==> config.mk <==
export PLATFORM = sky130hd
export DESIGN_NAME = decoder38_hold_flat
export DESIGN_NICKNAME = d
export VERILOG_FILES = /design/src/rtl/decoder38_hold_if.sv /design/src/rtl/decoder38_hold.sv /design/src/flat_wrapper.sv
export SDC_FILE = /design/constraint.sdc
export NUM_CORES = 1
export LEC_CHECK = 0
export CAP_MARGIN = 10
export CORE_MARGIN = 3
export CORE_UTILIZATION = 30
export CTS_CLUSTER_DIAMETER = 30
export DETAILED_ROUTE_END_ITERATION = 10
export GPL_TIMING_DRIVEN = 0
export PLACE_DENSITY = 0.54
export SLEW_MARGIN = 30
export SYNTH_ARGS = -nofsm -noshare
export SYNTH_HDL_FRONTEND = slang
export SYNTH_SLANG_ARGS = --single-unit
==> constraint.sdc <==
create_clock -name clk -period 2.4 [get_ports clk]
set_clock_uncertainty 0.15 [all_clocks]
set_input_delay 0.48 -clock clk [delete_from_list [all_inputs] [get_ports clk]]
set_output_delay 0.48 -clock clk [all_outputs]
set_load 0.02 [all_outputs]
==> src/rtl/decoder38_hold_if.sv <==
// -----------------------------------------------------------------------------
// decoder38_hold_if
// Purpose : bundles the code/control inputs and the display outputs of the
//           registered 3-to-8 decoder into one interface.
// Signals :
//   en         decoder enable
//   code_valid code qualifies this cycle
//   code[3:0]  0-7 legal index, 4'b1111 = no input, 8-14 illegal
//   err_clr    single-cycle clear of the sticky error flag
//   y[7:0]     one-hot displayed index (0 when nothing shown)
//   y_valid    high while an index is shown or held
//   change     one-cycle pulse when the displayed index changes/first appears
//   err        sticky illegal-code flag
//   HEX[6:0]   active-low 7-segment pattern of the displayed index
// Modports: master = code source / display consumer, slave = decoder.
// -----------------------------------------------------------------------------
interface decoder38_hold_if;
    logic       en;
    logic       code_valid;
    logic [3:0] code;
    logic       err_clr;
    logic [7:0] y;
    logic       y_valid;
    logic       change;
    logic       err;
    logic [6:0] HEX;

    modport master (
        output en, code_valid, code, err_clr,
        input  y, y_valid, change, err, HEX
    );

    modport slave (
        input  en, code_valid, code, err_clr,
        output y, y_valid, change, err, HEX
    );
endinterface

==> src/rtl/decoder38_hold.sv <==
// -----------------------------------------------------------------------------
// decoder38_hold
// Purpose : registered 3-to-8 decoder for the priority-encoder code. Shows the
//           received index on a one-hot LED bank and an active-low 7-seg digit,
//           keeps the last index displayed for HOLD_CYCLES cycles after the
//           input goes idle, and flags out-of-range codes with a sticky error.
// Ports   :
//   clk    in  system clock, rising edge
//   rst_n  in  synchronous active-low reset
//   bus    decoder38_hold_if.slave (en, code_valid, code, err_clr in;
//          y, y_valid, change, err, HEX out -- all outputs registered)
// Parameters:
//   HOLD_CYCLES  cycles the last index stays displayed after idle (0 = none)
//   BLINK_DIV    half-period of the hold blink in cycles (>= 1)
// Build option:
//   DEC38_BLINK_EN  when defined, y/HEX blink during HOLD (phase starts ON);
//                   when undefined, HOLD is steady and no blink counter exists.
// -----------------------------------------------------------------------------
module decoder38_hold #(
    parameter int HOLD_CYCLES = 50_000_000,
    parameter int BLINK_DIV   = 12_500_000
) (
    input  logic             clk,
    input  logic             rst_n,
    decoder38_hold_if.slave  bus
);

    localparam int               HOLD_W    = (HOLD_CYCLES > 0) ? $clog2(HOLD_CYCLES + 1) : 1;
    localparam logic [HOLD_W-1:0] HOLD_LOAD = HOLD_W'((HOLD_CYCLES > 0) ? (HOLD_CYCLES - 1) : 0);
    localparam logic [6:0]        HEX_BLANK = 7'b1111111;

    // Reject parameter values the counters cannot represent.
    if (HOLD_CYCLES < 0) begin : g_bad_hold
        $error("decoder38_hold: HOLD_CYCLES must be >= 0");
    end
    if (BLINK_DIV < 1) begin : g_bad_blink
        $error("decoder38_hold: BLINK_DIV must be >= 1");
    end

    typedef enum logic [1:0] {
        ST_IDLE = 2'd0,
        ST_SHOW = 2'd1,
        ST_HOLD = 2'd2
    } state_t;

    state_t            r_state;
    logic [2:0]        r_idx;
    logic [HOLD_W-1:0] r_hold_cnt;
    logic [7:0]        r_y;
    logic [6:0]        r_hex;
    logic              r_y_valid;
    logic              r_change;
    logic              r_err;

`ifdef DEC38_BLINK_EN
    localparam int                 BLINK_W    = (BLINK_DIV > 1) ? $clog2(BLINK_DIV) : 1;
    localparam logic [BLINK_W-1:0] BLINK_LAST = BLINK_W'(BLINK_DIV - 1);
    logic [BLINK_W-1:0] r_blink_cnt;
    logic               r_blink_on;
`endif

    logic w_legal;
    logic w_illegal;

    // One-hot LED pattern for a 3-bit index.
    function automatic logic [7:0] f_onehot(input logic [2:0] idx);
        return 8'b0000_0001 << idx;
    endfunction

    // Active-low 7-seg pattern (gfedcba) for digits 0-7.
    function automatic logic [6:0] f_seg(input logic [2:0] idx);
        logic [6:0] seg;
        case (idx)
            3'd0:    seg = 7'b1000000;
            3'd1:    seg = 7'b1111001;
            3'd2:    seg = 7'b0100100;
            3'd3:    seg = 7'b0110000;
            3'd4:    seg = 7'b0011001;
            3'd5:    seg = 7'b0010010;
            3'd6:    seg = 7'b0000010;
            3'd7:    seg = 7'b1111000;
            default: seg = 7'b1111111;
        endcase
        return seg;
    endfunction

    // Input qualification; 4'b1111 is a normal idle and never an error.
    assign w_legal   = bus.en & bus.code_valid & ~bus.code[3];
    assign w_illegal = bus.en & bus.code_valid & bus.code[3] & (bus.code != 4'b1111);

    // Decoder FSM, hold timer, optional blink and sticky error, all registered.
    always_ff @(posedge clk) begin
        if (!rst_n) begin
            r_state    <= ST_IDLE;
            r_idx      <= 3'd0;
            r_hold_cnt <= '0;
            r_y        <= 8'h00;
            r_hex      <= HEX_BLANK;
            r_y_valid  <= 1'b0;
            r_change   <= 1'b0;
            r_err      <= 1'b0;
`ifdef DEC38_BLINK_EN
            r_blink_cnt <= '0;
            r_blink_on  <= 1'b1;
`endif
        end else begin
            // Set beats clear when both happen in the same cycle.
            if (w_illegal) begin
                r_err <= 1'b1;
            end else if (bus.err_clr) begin
                r_err <= 1'b0;
            end else begin
                r_err <= r_err;
            end

            // Defaults: no pulse, timers cleared; only the HOLD paths override.
            r_change   <= 1'b0;
            r_hold_cnt <= '0;
`ifdef DEC38_BLINK_EN
            r_blink_cnt <= '0;
            r_blink_on  <= 1'b1;
`endif

            if (!bus.en) begin
                r_state   <= ST_IDLE;
                r_y       <= 8'h00;
                r_hex     <= HEX_BLANK;
                r_y_valid <= 1'b0;
            end else begin
                case (r_state)
                    ST_IDLE: begin
                        if (w_legal) begin
                            r_state   <= ST_SHOW;
                            r_idx     <= bus.code[2:0];
                            r_y       <= f_onehot(bus.code[2:0]);
                            r_hex     <= f_seg(bus.code[2:0]);
                            r_y_valid <= 1'b1;
                            r_change  <= 1'b1;
                        end else begin
                            r_state   <= ST_IDLE;
                            r_y       <= 8'h00;
                            r_hex     <= HEX_BLANK;
                            r_y_valid <= 1'b0;
                        end
                    end
                    ST_SHOW, ST_HOLD: begin
                        if (w_legal) begin
                            // Re-showing the held index is not a change.
                            r_state   <= ST_SHOW;
                            r_idx     <= bus.code[2:0];
                            r_y       <= f_onehot(bus.code[2:0]);
                            r_hex     <= f_seg(bus.code[2:0]);
                            r_y_valid <= 1'b1;
                            r_change  <= (bus.code[2:0] != r_idx);
                        end else if (r_state == ST_SHOW) begin
                            if (HOLD_CYCLES == 0) begin
                                r_state   <= ST_IDLE;
                                r_y       <= 8'h00;
                                r_hex     <= HEX_BLANK;
                                r_y_valid <= 1'b0;
                            end else begin
                                // y/HEX keep the SHOW value, which is also the ON blink phase.
                                r_state    <= ST_HOLD;
                                r_hold_cnt <= HOLD_LOAD;
                                r_y_valid  <= 1'b1;
                            end
                        end else if (r_hold_cnt == '0) begin
                            r_state   <= ST_IDLE;
                            r_y       <= 8'h00;
                            r_hex     <= HEX_BLANK;
                            r_y_valid <= 1'b0;
                        end else begin
                            r_state    <= ST_HOLD;
                            r_hold_cnt <= r_hold_cnt - HOLD_W'(1);
                            r_y_valid  <= 1'b1;
`ifdef DEC38_BLINK_EN
                            // Toggle the phase every BLINK_DIV cycles spent in HOLD.
                            if (r_blink_cnt == BLINK_LAST) begin
                                r_blink_cnt <= '0;
                                r_blink_on  <= ~r_blink_on;
                                if (r_blink_on) begin
                                    r_y   <= 8'h00;
                                    r_hex <= HEX_BLANK;
                                end else begin
                                    r_y   <= f_onehot(r_idx);
                                    r_hex <= f_seg(r_idx);
                                end
                            end else begin
                                r_blink_cnt <= r_blink_cnt + BLINK_W'(1);
                                r_blink_on  <= r_blink_on;
                            end
`endif
                        end
                    end
                    default: begin
                        r_state   <= ST_IDLE;
                        r_y       <= 8'h00;
                        r_hex     <= HEX_BLANK;
                        r_y_valid <= 1'b0;
                    end
                endcase
            end
        end
    end

    assign bus.y       = r_y;
    assign bus.HEX     = r_hex;
    assign bus.y_valid = r_y_valid;
    assign bus.change  = r_change;
    assign bus.err     = r_err;

endmodule

==> src/flat_wrapper.sv <==
// flat-port wrapper written by rule: the top's interface ports become plain ports
module decoder38_hold_flat 
#(
    parameter int HOLD_CYCLES = 50_000_000,
    parameter int BLINK_DIV   = 12_500_000
)
  (clk, rst_n, bus_en, bus_code_valid, bus_code, bus_err_clr, bus_y, bus_y_valid, bus_change, bus_err, bus_HEX);
  decoder38_hold_if bus_i ();
  input  logic clk;
  input  logic rst_n;
  input wire logic [$bits(bus_i.en)-1:0] bus_en;
  input wire logic [$bits(bus_i.code_valid)-1:0] bus_code_valid;
  input wire logic [$bits(bus_i.code)-1:0] bus_code;
  input wire logic [$bits(bus_i.err_clr)-1:0] bus_err_clr;
  output wire logic [$bits(bus_i.y)-1:0] bus_y;
  output wire logic [$bits(bus_i.y_valid)-1:0] bus_y_valid;
  output wire logic [$bits(bus_i.change)-1:0] bus_change;
  output wire logic [$bits(bus_i.err)-1:0] bus_err;
  output wire logic [$bits(bus_i.HEX)-1:0] bus_HEX;
  assign bus_i.en = bus_en;
  assign bus_i.code_valid = bus_code_valid;
  assign bus_i.code = bus_code;
  assign bus_i.err_clr = bus_err_clr;
  assign bus_y = bus_i.y;
  assign bus_y_valid = bus_i.y_valid;
  assign bus_change = bus_i.change;
  assign bus_err = bus_i.err;
  assign bus_HEX = bus_i.HEX;
  decoder38_hold #(.HOLD_CYCLES(HOLD_CYCLES), .BLINK_DIV(BLINK_DIV)) u_core (.clk(clk), .rst_n(rst_n), .bus(bus_i));
endmodule
### Word-level counts from Yosys, hierarchy flattened

Memories as Yosys holds them, arrays and structs flattened.
Cells that the tools add are included.

| cells by class | value |
|---|---|
| add/subtract/negate cells | 1 |
| multipliers | 0 |
| divide/modulo/power cells | 0 |
| order comparisons | 0 |
| eq/ne operators | 6 |
| shift operators | 1 |
| multiplexer cells | 26 |
| bitwise gates (word level) | 8 |
| reduce and logical (&&, ||, !) cells | 10 |

Operator list:

| operator | number |
|---|---|
| two-way mux 26 bit | 2 |
| two-way mux 8 bit | 4 |
| two-way mux 7 bit | 4 |
| zero test 26 bit | 1 |
| subtractor 26 x 1 -> 26 bit (second input constant) | 1 |
| one-hot mux 8 bit (2 select lines) | 1 |
| one-hot mux 7 bit (2 select lines) | 1 |
| two-way mux 1 bit | 8 |
| << shifter 1 x 3 -> 8 bit (first input constant) | 1 |
| two-way mux 2 bit | 3 |
| OR reduction 6 bit | 1 |
| AND 1 bit | 4 |
| != test 4 bit (second input constant) | 1 |
| NOT 1 bit | 4 |
| one-hot mux 1 bit (2 select lines) | 2 |
| one-hot mux 2 bit (2 select lines) | 1 |
| AND reduction 2 bit | 2 |
| OR reduction 4 bit | 1 |
| != test 3 x 1 -> 1 bit (second input constant) | 1 |
| != test 3 x 2 -> 1 bit (second input constant) | 1 |
| != test 3 bit | 1 |
| AND reduction 3 bit | 1 |
| OR reduction 3 bit | 1 |
| == test 2 x 1 -> 1 bit (second input constant) | 1 |
| 4 further kinds | 4 |

| word-level totals | value |
|---|---|
| register bits | 49 |
| bits in latches | 0 |
| memory bits (writable) | 0 |
| memory bits (read-only) | 112 |
| input bits | 9 |
| output and inout port bits | 18 |
| word-level logic and storage cells | 63 |
| memories kept | 2 |

Memory list:

| name | words | width | read ports | clocked after Yosys merged registers in | wr ports | line | source |
|---|---|---|---|---|---|---|---|
| (name not given) | 8 | 7 | 1 | 0 | 0 | decoder38_hold.sv:73 | `case (idx)` |
| (name not given) | 8 | 7 | 1 | 0 | 0 | decoder38_hold.sv:73 |  |

### Depth between registers and ports, before layout

| logic depth | value |
|---|---|
| depth after elaboration | 5 |
| gate-level depth with buffers | 8 |
| gate-level depth less buffers | 7 |

### Least setup slack after synthesis

No wires, ideal clock.

| timing path | value |
|---|---|
| path kind | reg2reg |
| from | register u_core.r_hold_cnt[17] |
| to | register u_core.r_hold_cnt[25] |
| library setup time | 0.091 ns |
| arrival time | 1.922 ns |
| required time | 2.159 ns |
| setup slack | 0.238 ns |
| stages on the path, launching flop included | 6 |
| buffers on the path | 0 |
| cell sequence | dfxtp_1 or4_4 or4_4 nor4_4 a211oi_1 a311oi_1 |

| on the way | value |
|---|---|
| cells in the longest elaborated chain, start to end | 3 |

Ends and longest elaborated chain:

| element | line | source |
|---|---|---|
| start: declaration | decoder38_hold.sv:48 | `logic [HOLD_W-1:0] r_hold_cnt;` |
| start signal: assignment | decoder38_hold.sv:174 | `r_hold_cnt <= r_hold_cnt - HOLD_W'(1);` |
| subtractor 26 x 1 -> 26 bit / zero test 26 bit (equally long branches) | decoder38_hold.sv:174, decoder38_hold.sv:167 |  |
| two-way mux 26 bit * | decoder38_hold.sv:167 | `end else if (r_hold_cnt == '0) begin` |
| two-way mux 26 bit * | decoder38_hold.sv:155 | `end else if (r_state == ST_SHOW) begin` |

Mark *: on every way between the ends. The rest lies on a longest branch, timed or not.
A chain may end at the register's enable or synchronous reset.

### Final worst setup path

| timing path | value |
|---|---|
| from | register u_core.r_hold_cnt[10] |
| to | register u_core.r_hold_cnt[25] |

The elaborated chain is that of the path after synthesis.

==> metrics.yaml <==
dpl.cell_count: 376
worstMarginPinSlew_ns: 0.608
dp.final_hpwl_um: 3470
grt_max_degree: 16
drv_cap: 0
area_growth_pct: 27.3
die_y_um: 93.0
syn-num-nets: 271
first_pass_iters: 4
track_usage_pct: 11.6
rsz0062_at_grt: "true"
period_needed_ns: 2.36
path_max_fanout: 4
cts_buffer_depth: 2
numCtsBuffers: 5
cts_root_buf: "clkbuf_8"
ys_warn_count: 0
h-tree-depth: 2
min_path_type: "reg2reg"
cp-end-kind: "flip-flop"
status: "complete, no violations"
final_max_slew_viol_count: 0
timing.critical_path.from_type: "flip-flop"
fillCellCount: 758
rows: 31
drive_above_1_share_pct: 12.8
post_drt_wl_per_cell_um: 12.8
route.vias.total: 1827
finalSetupViolations: 0
syn-mean-instance-area_um2: 9.01
via_per_inst: 4.71
final_cells: 388
whs_path_depth: 1
start_util_pct: 31.1
grt_overflow_total: 0
antenna_found_initial: 0
reg2reg_depth: 6
fp.dieArea_um2: 8650
clk_pin_slew_ns: 0.09
period_share_pct: 98.2
cts.sinks: 49
yosysUniqueCellTypes: 44
pre_cts_ws_ns: -0.549
cts_tree: "yes"
syn_inst: 252
antenna_cells: 0
power.leakage_nw: 1.18
ctsHoldBuffers: 0
die_w_um: 93.0
vdd_drop_max_uv: 234
cp.arrival_ns: 2.42
setup_slack_ns: 0.0431
p_per_area_nw_per_um2: 553
ioPinCount: 27
hold_viol: 0
grt_pass1_wl_um: 8130
max_slew_margin_pct: 59.1
timing.fmax_ghz: 0.424
clkLatencyLatePin_ns: 0.30
final_cell_mix: "47 x dfxtp_1, 25 x clkdlybuf4s50_1, 23 x a21oi_1, 17 x nand2_1, 17 x nor2_1"
ys_seq_area_share_pct: 43.2
ant_nets: 0
port_buffers: 25
first_global_vias: 1775
final_nets: 307
crit_required_ns: 2.46
synth_seq_cells: 49
first_iter_violations: 29
crit_type: "reg2reg"
drc: 0
drt_wl_total_um: 4980
core_area_um2: 7290
place_congestion: 0.812
syn_area_um2: 2270
final_common_cell: "dfxtp_1"
worst max-delay path, stage by stage (launching register included):
cell and delay, ns:
dfxtp_4 0.36, or4_4 0.55, or4_4 0.43, buf_6 0.15, nor4_4 0.30, a211oi_2 0.11
a311oi_1 0.22
report_power, final:
group | total (mW) | switching, mW | internal [mW]
sequential | 0.819 | 0.00274 | 0.816
combinational | 0.0795 | 0.0457 | 0.0338
clock | 0.699 | 0.285 | 0.414
total | 1.60 | 0.334 | 1.26
through the flow:
stage / hold WS [ns] / setup TNS, ns / utilization (%) / total power [mW] / instance area, µm²
CTS: 0.328 / 0 / 38.3 / 1.62 / 2790
detailed placement: 0.306 / -8.29 / 36.3 / 0.917 / 2650
floorplan: 0.294 / 0 / - / 0.882 / 2270
global route: 0.347 / -0.00978 / 39.6 / 1.67 / 2890
global placement: 0.303 / -8.04 / 36.3 / 0.918 / 2650
finish: 0.321 / 0 / 39.6 / 1.60 / 2890
metal layers:
layer / share of wire [%] / track usage (%) / vias up
li1: - / - / 954
met3: 4.0 / 3.38 / 3
met4: 0.60 / 3.05 / 0
met2: 47 / 20.2 / 26
met1: 48 / 14.0 / 844
met5: 0 / 0 / -
Yosys cell counts, drive strengths merged:
cell     instances  area [µm²]
and3             1        6.26
xor2             9        78.8
o31ai            3        22.5
nand3            7        35.0
nor2b            2        12.5
nor4b            1        8.76
or4              7        60.1
a21o             2        15.0
nor3             9        50.1
o2111ai          1        8.76
a21oi           23         115
nor2            17        63.8
nor4bb           1        10.0
a311oi           1        8.76
clkbuf           8        30.0
nand2           17        63.8
o311ai           1        8.76
o21ai           20         100
nand2b           4        25.0
nand4b           1        15.0
xnor2           14         123
nand3b           1        7.51
o211ai           1        7.51
and4             1        8.76
dfxtp           49         981
a211oi           1        7.51
and2             3        18.8
inv             10        37.5
a21boi           3        22.5
buf              3        15.0
or2              1        6.26
nor4             7        77.6
o21a             3        22.5
ha              10         125
or3              4        25.0
a2bb2oi          2        17.5
o21bai           1        7.51
a31oi            2        12.5
o21ba            1        10.0
state kept, by name, summed over array words and instances (netlist names):
name and flops:
u_core.bus.HEX 7, u_core.bus.change 1, u_core.bus.err 1, u_core.bus.y 8, u_core.bus.y_valid 1, u_core.r_hold_cnt 26, u_core.r_idx 3, u_core.r_state 2
timing repair:
action                                  CTS  global route
endpoints found under the setup margin   28            19
pin swaps                                 0             4
buffers inserted                          0             5
gates resized for setup                   4            14
gates cloned                              0             0
cells by family (layout without fill, tap and decap cells):
kind of cell,after synthesis,count (layout),synth area share [%]
DFF,49,49,43.2
buffers and inverters,21,58,3.64
and+or+nand+nor,84,84,21.8
adders and majority gates,10,10,5.51
AOI/OAI and AO/OA,65,65,17.0
xor gates and xnor gates,23,23,8.87
final cells by class:
cell class	instances	area, µm²	area share, %
Inverter	10	37.5	1.30
Tap cell	99	124	4.29
Multi-Input combinational cell	182	1260	43.6
Buffer	10	48.8	1.69
Timing Repair Buffer	30	300	10.4
Sequential cell	49	986	34.1
Clock inverter	3	65.1	2.25
Clock buffer	5	68.8	2.38
worst paths after layout:
path / start / to / slack, ns
setup reg to reg: u_core.r_hold_cnt[10] / u_core.r_hold_cnt[25] / 0.04
hold / removal: u_core.bus.HEX[6] / u_core.bus.HEX[6] / 0.32
setup / recovery: u_core.r_hold_cnt[10] / u_core.r_hold_cnt[25] / 0.04
hold reg to reg: u_core.bus.HEX[6] / u_core.bus.HEX[6] / 0.32
No activity file was read; power rests on OpenSTA's default activity.
